--- src/rtl/fir_decim_mac.sv ---
// fir_decim_mac: sequential FIR filter with integer decimation.
// Pops DECIMATION samples from an upstream FWFT FIFO into a NUM_TAPS-deep
// history, runs one dequantizing MAC per cycle over the history, then
// pushes one result to the downstream FIFO.
// Build option: define FIR_SATURATE_EN to clamp the output to the
// DATA_SIZE signed range instead of wrapping it.
module fir_decim_mac #(
    parameter int DATA_SIZE  = 32,
    parameter int BITS       = 10,
    parameter int NUM_TAPS   = 8,
    parameter int DECIMATION = 1
) (
    input  logic                          clock,
    input  logic                          reset,
    input  logic [NUM_TAPS*DATA_SIZE-1:0] coeffs,
    input  logic                          in_empty,
    output logic                          in_rd_en,
    input  logic [DATA_SIZE-1:0]          in_dout,
    input  logic                          out_full,
    output logic                          out_wr_en,
    output logic [DATA_SIZE-1:0]          out_din
);

    localparam int TAP_W = $clog2(NUM_TAPS);
    localparam int ACC_W = DATA_SIZE + TAP_W;
    localparam int CNT_W = $clog2(DECIMATION + 1);
    localparam int PRD_W = 2 * DATA_SIZE;

    // Bias added to negative products so the arithmetic shift truncates toward zero.
    localparam logic signed [PRD_W-1:0] RND = {{(PRD_W-BITS){1'b0}}, {BITS{1'b1}}};

    typedef enum logic [1:0] {S_LOAD, S_MAC, S_OUT} state_t;

    state_t                             state;
    logic [NUM_TAPS-1:0][DATA_SIZE-1:0] taps;
    logic [NUM_TAPS-1:0][DATA_SIZE-1:0] coeff_arr;
    logic [CNT_W-1:0]                   dec_cnt;
    logic [TAP_W-1:0]                   tap_idx;
    logic signed [ACC_W-1:0]            acc;

    logic signed [PRD_W-1:0]            prod;
    logic signed [PRD_W-1:0]            prod_adj;
    logic [DATA_SIZE-1:0]               mul_q;
    logic signed [ACC_W-1:0]            acc_nxt;
    logic [DATA_SIZE-1:0]               acc_red;
    logic                               pop;
    logic                               last_in;
    logic                               last_tap;

    assign coeff_arr = coeffs;
    assign pop       = in_rd_en;
    assign last_in   = (dec_cnt == CNT_W'(DECIMATION - 1));
    assign last_tap  = (tap_idx == TAP_W'(NUM_TAPS - 1));

    // Handshakes are combinational so a ready FIFO is served the same cycle.
    assign in_rd_en  = (state == S_LOAD) && !in_empty;
    assign out_wr_en = (state == S_OUT) && !out_full;

    // Dequantizing multiply of the selected tap, then the next accumulator value.
    always_comb begin
        prod     = $signed(taps[tap_idx]) * $signed(coeff_arr[tap_idx]);
        prod_adj = prod[PRD_W-1] ? (prod + RND) : prod;
        mul_q    = DATA_SIZE'(prod_adj >>> BITS);
        acc_nxt  = acc + {{TAP_W{mul_q[DATA_SIZE-1]}}, mul_q};
    end

    // Reduce the wide accumulator to the output width.
`ifdef FIR_SATURATE_EN
    localparam logic signed [ACC_W-1:0] SAT_MAX = {{(TAP_W+1){1'b0}}, {(DATA_SIZE-1){1'b1}}};
    localparam logic signed [ACC_W-1:0] SAT_MIN = {{(TAP_W+1){1'b1}}, {(DATA_SIZE-1){1'b0}}};
    always_comb begin
        acc_red = acc_nxt[DATA_SIZE-1:0];
        if (acc_nxt > SAT_MAX)
            acc_red = SAT_MAX[DATA_SIZE-1:0];
        else if (acc_nxt < SAT_MIN)
            acc_red = SAT_MIN[DATA_SIZE-1:0];
    end
`else
    always_comb begin
        acc_red = acc_nxt[DATA_SIZE-1:0];
    end
`endif

    // Load / MAC / output sequencer with history, accumulator and output register.
    always_ff @(posedge clock or negedge reset) begin
        if (!reset) begin
            state   <= S_LOAD;
            taps    <= '0;
            acc     <= '0;
            dec_cnt <= '0;
            tap_idx <= '0;
            out_din <= '0;
        end else begin
            case (state)
                S_LOAD: begin
                    if (pop) begin
                        taps <= {taps[NUM_TAPS-2:0], in_dout};
                        if (last_in) begin
                            dec_cnt <= '0;
                            acc     <= '0;
                            tap_idx <= '0;
                            state   <= S_MAC;
                        end else begin
                            dec_cnt <= dec_cnt + 1'b1;
                        end
                    end
                end
                S_MAC: begin
                    acc     <= acc_nxt;
                    tap_idx <= tap_idx + 1'b1;
                    if (last_tap) begin
                        out_din <= acc_red;
                        state   <= S_OUT;
                    end
                end
                S_OUT: begin
                    if (out_wr_en)
                        state <= S_LOAD;
                end
                default: state <= S_LOAD;
            endcase
        end
    end

endmodule

--- config.mk ---
export PLATFORM = sky130hd
export DESIGN_NAME = fir_decim_mac
export DESIGN_NICKNAME = d
export VERILOG_FILES = /design/src/rtl/fir_decim_mac.sv
export SDC_FILE = /design/constraint.sdc
export NUM_CORES = 2
export LEC_CHECK = 0
export ABC_CLOCK_PERIOD_IN_PS = 15900
export BUFFER_PORTS_ARGS = -buffer_cell sky130_fd_sc_hd__buf_2
export CAP_MARGIN = 20
export CELL_PAD_IN_SITES_DETAIL_PLACEMENT = 1
export CELL_PAD_IN_SITES_GLOBAL_PLACEMENT = 1
export CORE_ASPECT_RATIO = 1.1
export CORE_MARGIN = 2
export CORE_UTILIZATION = 40
export CTS_CLUSTER_SIZE = 25
export DETAILED_ROUTE_END_ITERATION = 6
export GPL_ROUTABILITY_DRIVEN = 1
export MAX_ROUTING_LAYER = met4
export PLACE_DENSITY_LB_ADDON = 0.25
export SYNTH_ARGS = -nofsm -noshare
export SYNTH_HDL_FRONTEND = slang
export SYNTH_SLANG_ARGS = --single-unit
--- constraint.sdc ---
create_clock -name clock -period 15.9 [get_ports clock]
set_clock_uncertainty 0.2 [all_clocks]
set_input_delay 1.59 -clock clock [delete_from_list [all_inputs] [get_ports clock]]
set_output_delay 1.59 -clock clock [all_outputs]
set_load 0.01 [all_outputs]
### Yosys cells after proc, flatten, opt, wreduce, memory -nomap -nowiden

Cells that the tools add are included.

| operators by class | value |
|---|---|
| mux-type cells | 17 |
| $add $sub $neg | 4 |
| equal/unequal tests | 7 |
| reduce and logical (&&, ||, !) cells | 10 |
| order comparisons | 1 |
| $mul | 1 |

Operator list:

| operator | number |
|---|---|
| 32-bit binary-select mux with 3-bit select | 2 |
| 35-bit two-way mux | 2 |
| 35-bit case mux with 2 select lines | 1 |
| 32-bit by 32-bit multiplier with 64-bit output | 1 |
| 32-bit two-way mux | 2 |
| 42-bit by 11-bit adder with 42-bit output, second input constant | 1 |
| 42-bit two-way mux | 1 |
| 35-bit adder | 1 |
| 2-bit two-way mux | 4 |
| 2-bit != test, second input constant | 4 |
| 3-bit two-way mux | 2 |
| 2-bit case mux with 3 select lines | 1 |
| 3-bit case mux with 2 select lines | 1 |
| 3-bit by 4-bit < comparator with 1-bit output, second input constant | 1 |
| 2-bit AND reduction | 2 |
| 4-bit AND reduction | 1 |
| 3-bit by 1-bit adder with 3-bit output, second input constant | 1 |
| 3-bit == test, second input constant | 1 |
| 3-bit AND reduction | 1 |
| 2-bit by 1-bit == test with 1-bit output, second input constant | 1 |
| 2-bit == test, second input constant | 1 |
| 1-bit logical AND | 2 |
| 1-bit logical NOT | 2 |
| 2-bit logical NOT | 1 |
| 3 further kinds | 3 |

| word-level totals | value |
|---|---|
| word-level logic and storage cells | 53 |
| output and inout bits | 34 |
| bits in registers | 329 |
| bits of input ports | 292 |

### Depth between registers and ports, before layout

| logic depth | value |
|---|---|
| word-level depth | 7 |
| gate-level depth with buffers | 50 |
| depth with buffers taken out | 46 |

### Least setup slack after synthesis

OpenSTA, ideal clock, no wires.

| path | value |
|---|---|
| path kind | reg2reg |
| from | register tap_idx[0] |
| to | register out_din[31] |
| stages on the path, launching flop included | 44 |
| data arrival time | 13353 ps |
| path buffers | 4 |
| setup slack | 2222 ps |
| required time | 15575 ps |
| setup time | 125 ps |
| clock period less this slack | 13678 ps |
| cell sequence | dfrtp_1 > clkbuf_1 > buf_1 > buf_1 > mux4_2 > mux2_2 > inv_1 > nor2_1 > fa_1 > fa_1 > fa_1 > fa_1 > fa_1 > inv_1 > fa_1 > fa_1 > fa_1 > inv_1 > (+8 left out) > and2_1 > clkbuf_1 > nor4_1 > nand2_1 > xnor2_1 > ha_1 > and3_1 > o2111ai_1 > o211ai_1 > o31a_1 > a41oi_1 > a31oi_1 > a211oi_1 > a31oi_1 > nand3_1 > nand2_1 > xnor3_1 > mux2_2 |

| between the ends | value |
|---|---|
| longest elaborated chain between the ends | 6 |
| elaborated cells on any way between the ends | 10 |
| classes of those cells | add/sub: 2; mul: 1; eq/ne: 1; mux: 5; reduce/logical: 1 |

Ends and longest elaborated chain:

| element | line | source |
|---|---|---|
| start: declaration | 38 | `logic [TAP_W-1:0] tap_idx;` |
| start signal: assignment | 110 | `tap_idx <= tap_idx + 1'b1;` |
| 32-bit binary-select mux with 3-bit select | 61 | `prod = $signed(taps[tap_idx]) * $signed(coeff_arr[tap_idx]);` |
| 32-bit two-way mux (not written as such) | 61 |  |
| 32-bit by 32-bit multiplier with 64-bit output | 61 |  |
| 42-bit by 11-bit adder with 42-bit output | 62 | `prod_adj = prod[PRD_W-1] ? (prod + RND) : prod;` |
| 42-bit two-way mux | 62 |  |
| 35-bit adder | 64 | `acc_nxt = acc + {{TAP_W{mul_q[DATA_SIZE-1]}}, mul_q};` |
| end signal: assignment | 112 | `out_din <= acc_red;` |
| end: declaration | 21 | `output logic [DATA_SIZE-1:0] out_din` |

Parallel ways exist; a longest one is shown, timed or not. The select of a mux whose other input is x is not followed.
A chain may end at the register's enable or synchronous reset.

### Worst setup path after layout

| path | value |
|---|---|
| from | register tap_idx[1] |
| to | register out_din[31] |

Same word-level chain as after synthesis.

==> flow_metrics.py <==
metrics = {
    "critical_path": {
        "arrival_ns": 14.75,
        "critPathBufInv": 5,
        "cpMaxStageDelayCell": "dfrtp_4",
        "crit_required_ns": 16.19,
        "path_max_fanout": 34,
        "critPathMostFrequentCell": "fa_1",
        "max_stage_delay_ns": 0.86,
        "reg2reg_depth": 42,
        "start_kind": "register",
        "cp-end-kind": "register",
        "critPathTopFamily": "adder cells",
        "crit_type": "reg2reg",
        "critical_path_depth": 42,
    },
    "timing": {
        "finalSetupTns_ns": 0,
        "final_hold_viol_count": 0,
        "max_slew.worst_pin.slew_ns": 1.231,
        "finalCriticalPeriod_ns": 14.46,
        "fmax_ghz": 0.06914,
        "setup_slack_ns": 1.436,
        "fin_crit_sh_pct": 90.97,
        "slew-limit-headroom_pct": 16.33,
        "slew_violations": 0,
        "holdWs_ns": 0.2737,
        "setup_viol": 0,
        "rsz0062_at_grt": "no",
    },
    "clock_network": {
        "cts_hold_buffers": 0,
        "cts_tree": "yes",
        "cts_resized": 0,
        "clock-sinks": 325,
        "worstSkewPairLatency_ns": 0.61,
        "cts-root-buf": "clkbuf_16",
        "htree_levels": 1,
        "post_cts_buffers": 0,
        "numCtsBuffers": 31,
        "clk_pin_slew_worst_paths_ns": 0.07,
        "clock_path_buffers": 3,
    },
    "routing": {
        "first_pass_iters": 5,
        "via_per_inst": 5.308,
        "num_vias": 40576,
        "drc": 0,
        "wire_per_inst_um": 23.64,
        "wirelength_um": 180700,
        "first_iter_violations": 2480,
        "drtAntennaViolNets": 0,
    },
    "place": {
        "place_hpwl_um": 145700,
        "placed_area_sq_mm": 0.05697,
        "io_buffers": 325,
        "dp_slack_ns": 0.9455,
        "routabilityCongestion": 0.9178,
    },
    "floorplanning": {
        "rows": 139,
        "start_util_pct": 40.40,
        "core_area_sq_mm": 0.1310,
        "ios": 326,
        "design.die.area_sq_mm": 0.1352,
        "die_w_um": 350.8,
        "die_y_um": 385.4,
    },
    "global_routing": {
        "antenna_found_initial": 6,
        "grt_pass1_wl_um": 275900,
        "grt_max_degree": 150,
        "grt_usage_pct": 28.15,
        "grt_pass1_vias": 45932,
        "grt_overflow": 0,
    },
    "min_path": {
        "hold_class": "reg2reg",
        "min_path_cells": 2,
    },
    "finish": {
        "seqCellArea_sq_mm": 0.008144,
        "nNetsFinal": 7446,
        "areaGrowthSynthToFinish_pct": 9.822,
        "drive_gt1_share_pct": 13.58,
        "design_area_sq_mm": 0.05810,
        "multiInputGateArea_sq_mm": 0.04010,
        "fillers": 15101,
    },
    "yosys": {
        "ys_top_cells_by_area": "fa_1, dfrtp_1, nand2_1",
        "yosys.area.top_type_share_pct": 40.98,
        "synth_edf_count": 0,
        "syn_area_per_cell_sq_um": 9.359,
        "synth_top_area_cell": "fa_1",
        "synthFlopType": "dfrtp_1",
        "async_flop_share_pct": 100.0,
        "yosys_warnings": 0,
        "syn_nets": 7246,
        "synth-seq-cells": 325,
        "ys_types": 91,
        "syn_inst": 5653,
        "yosysMostFrequentCell": "nand2_1",
        "seq_area_frac_synth_pct": 15.37,
        "synthesis.area_sq_mm": 0.05290,
        "synth_common_cells": "nand2_1, fa_1, inv_1, nor2_1, dfrtp_1",
    },
    "outcome": {
        "status": "completed",
    },
    "job": {
        "maxCapViolations": 0,
    },
}
-- per-stage QoR --
step           instances  utilization [%]
2_1_floorplan       5653                -
3_3_place_gp        7580            43.51
3_5_place_dp        7580            43.51
4_1_cts             7636            44.32
5_1_grt             7643            44.36
6_report            7644            44.37
-- area by class of cell --
type                            count  area share, %
Tap cell                         1762          3.794
Sequential cell                   325          14.02
Multi-Input combinational cell   4004          69.01
Clock buffer                       44          1.523
Antenna cell                        6        0.02584
Timing Repair Buffer              448          4.555
Clock inverter                     12         0.3230
Inverter                         1043          6.751
-- sequential cells by signal, summed over array words and instances (netlist names) --
signal and cells:
state 2, out_din 32, tap_idx 3, taps 256, acc 32
-- final timing paths --
check                              end  slack [ns]  startpoint
min                          taps[228]        0.27   taps[228]
min in group asynchronous     taps[93]        0.84       reset
max                        out_din[31]        1.44  tap_idx[1]
max reg2reg                out_din[31]        1.44  tap_idx[1]
max in group asynchronous   tap_idx[0]       13.15       reset
min reg2reg                  taps[228]        0.27   taps[228]
-- worst min-delay path, cell delays in order, from the launching register on --
cell	delay, ns
dfrtp_1	0.34
nand2_1	0.05
nand2_1	0.05
-- layer usage --
metal | share of wire [%] | GRT usage, % | vias up
met2 | 51 | 48.97 | 1142
met4 | 4.7 | 10.13 | 0
met1 | 39 | 33.70 | 21652
li1 | - | - | 17445
met5 | 0 | - | -
met3 | 4.7 | 3.292 | 337
-- logic make-up (layout without fill, tap and decap cells) --
group,count (synthesis),after routing,synth area share [%]
fa+ha+maj,1301,1301,46.14
other cells,0,6,0
xor+xnor,92,92,1.549
simple gates,2068,2068,15.68
flops,325,325,15.37
mux,263,263,8.188
compound gates,280,280,3.633
buf+inv,1324,1547,9.436
-- cell usage in the layout, fill, tap and decap left out, types with 33 or more instances in the layout --
master   synthesis  routed
a21o_1          36      36
nor2_1         542     541
nand2_1       1329    1329
xnor2_1         58      58
buf_2            3     324
inv_1         1041    1041
dfrtp_1        325     322
fa_1          1083    1083
ha_1           218     218
a21oi_1         60      60
buf_4            1     116
mux2_2          78      78
o21ai_0         54      54
mux4_2         128     128
xor2_1          33      33
Power is left out: the tool's default activity adds up to more than one toggle a clock period on the data nets, which glitch-free logic cannot reach.
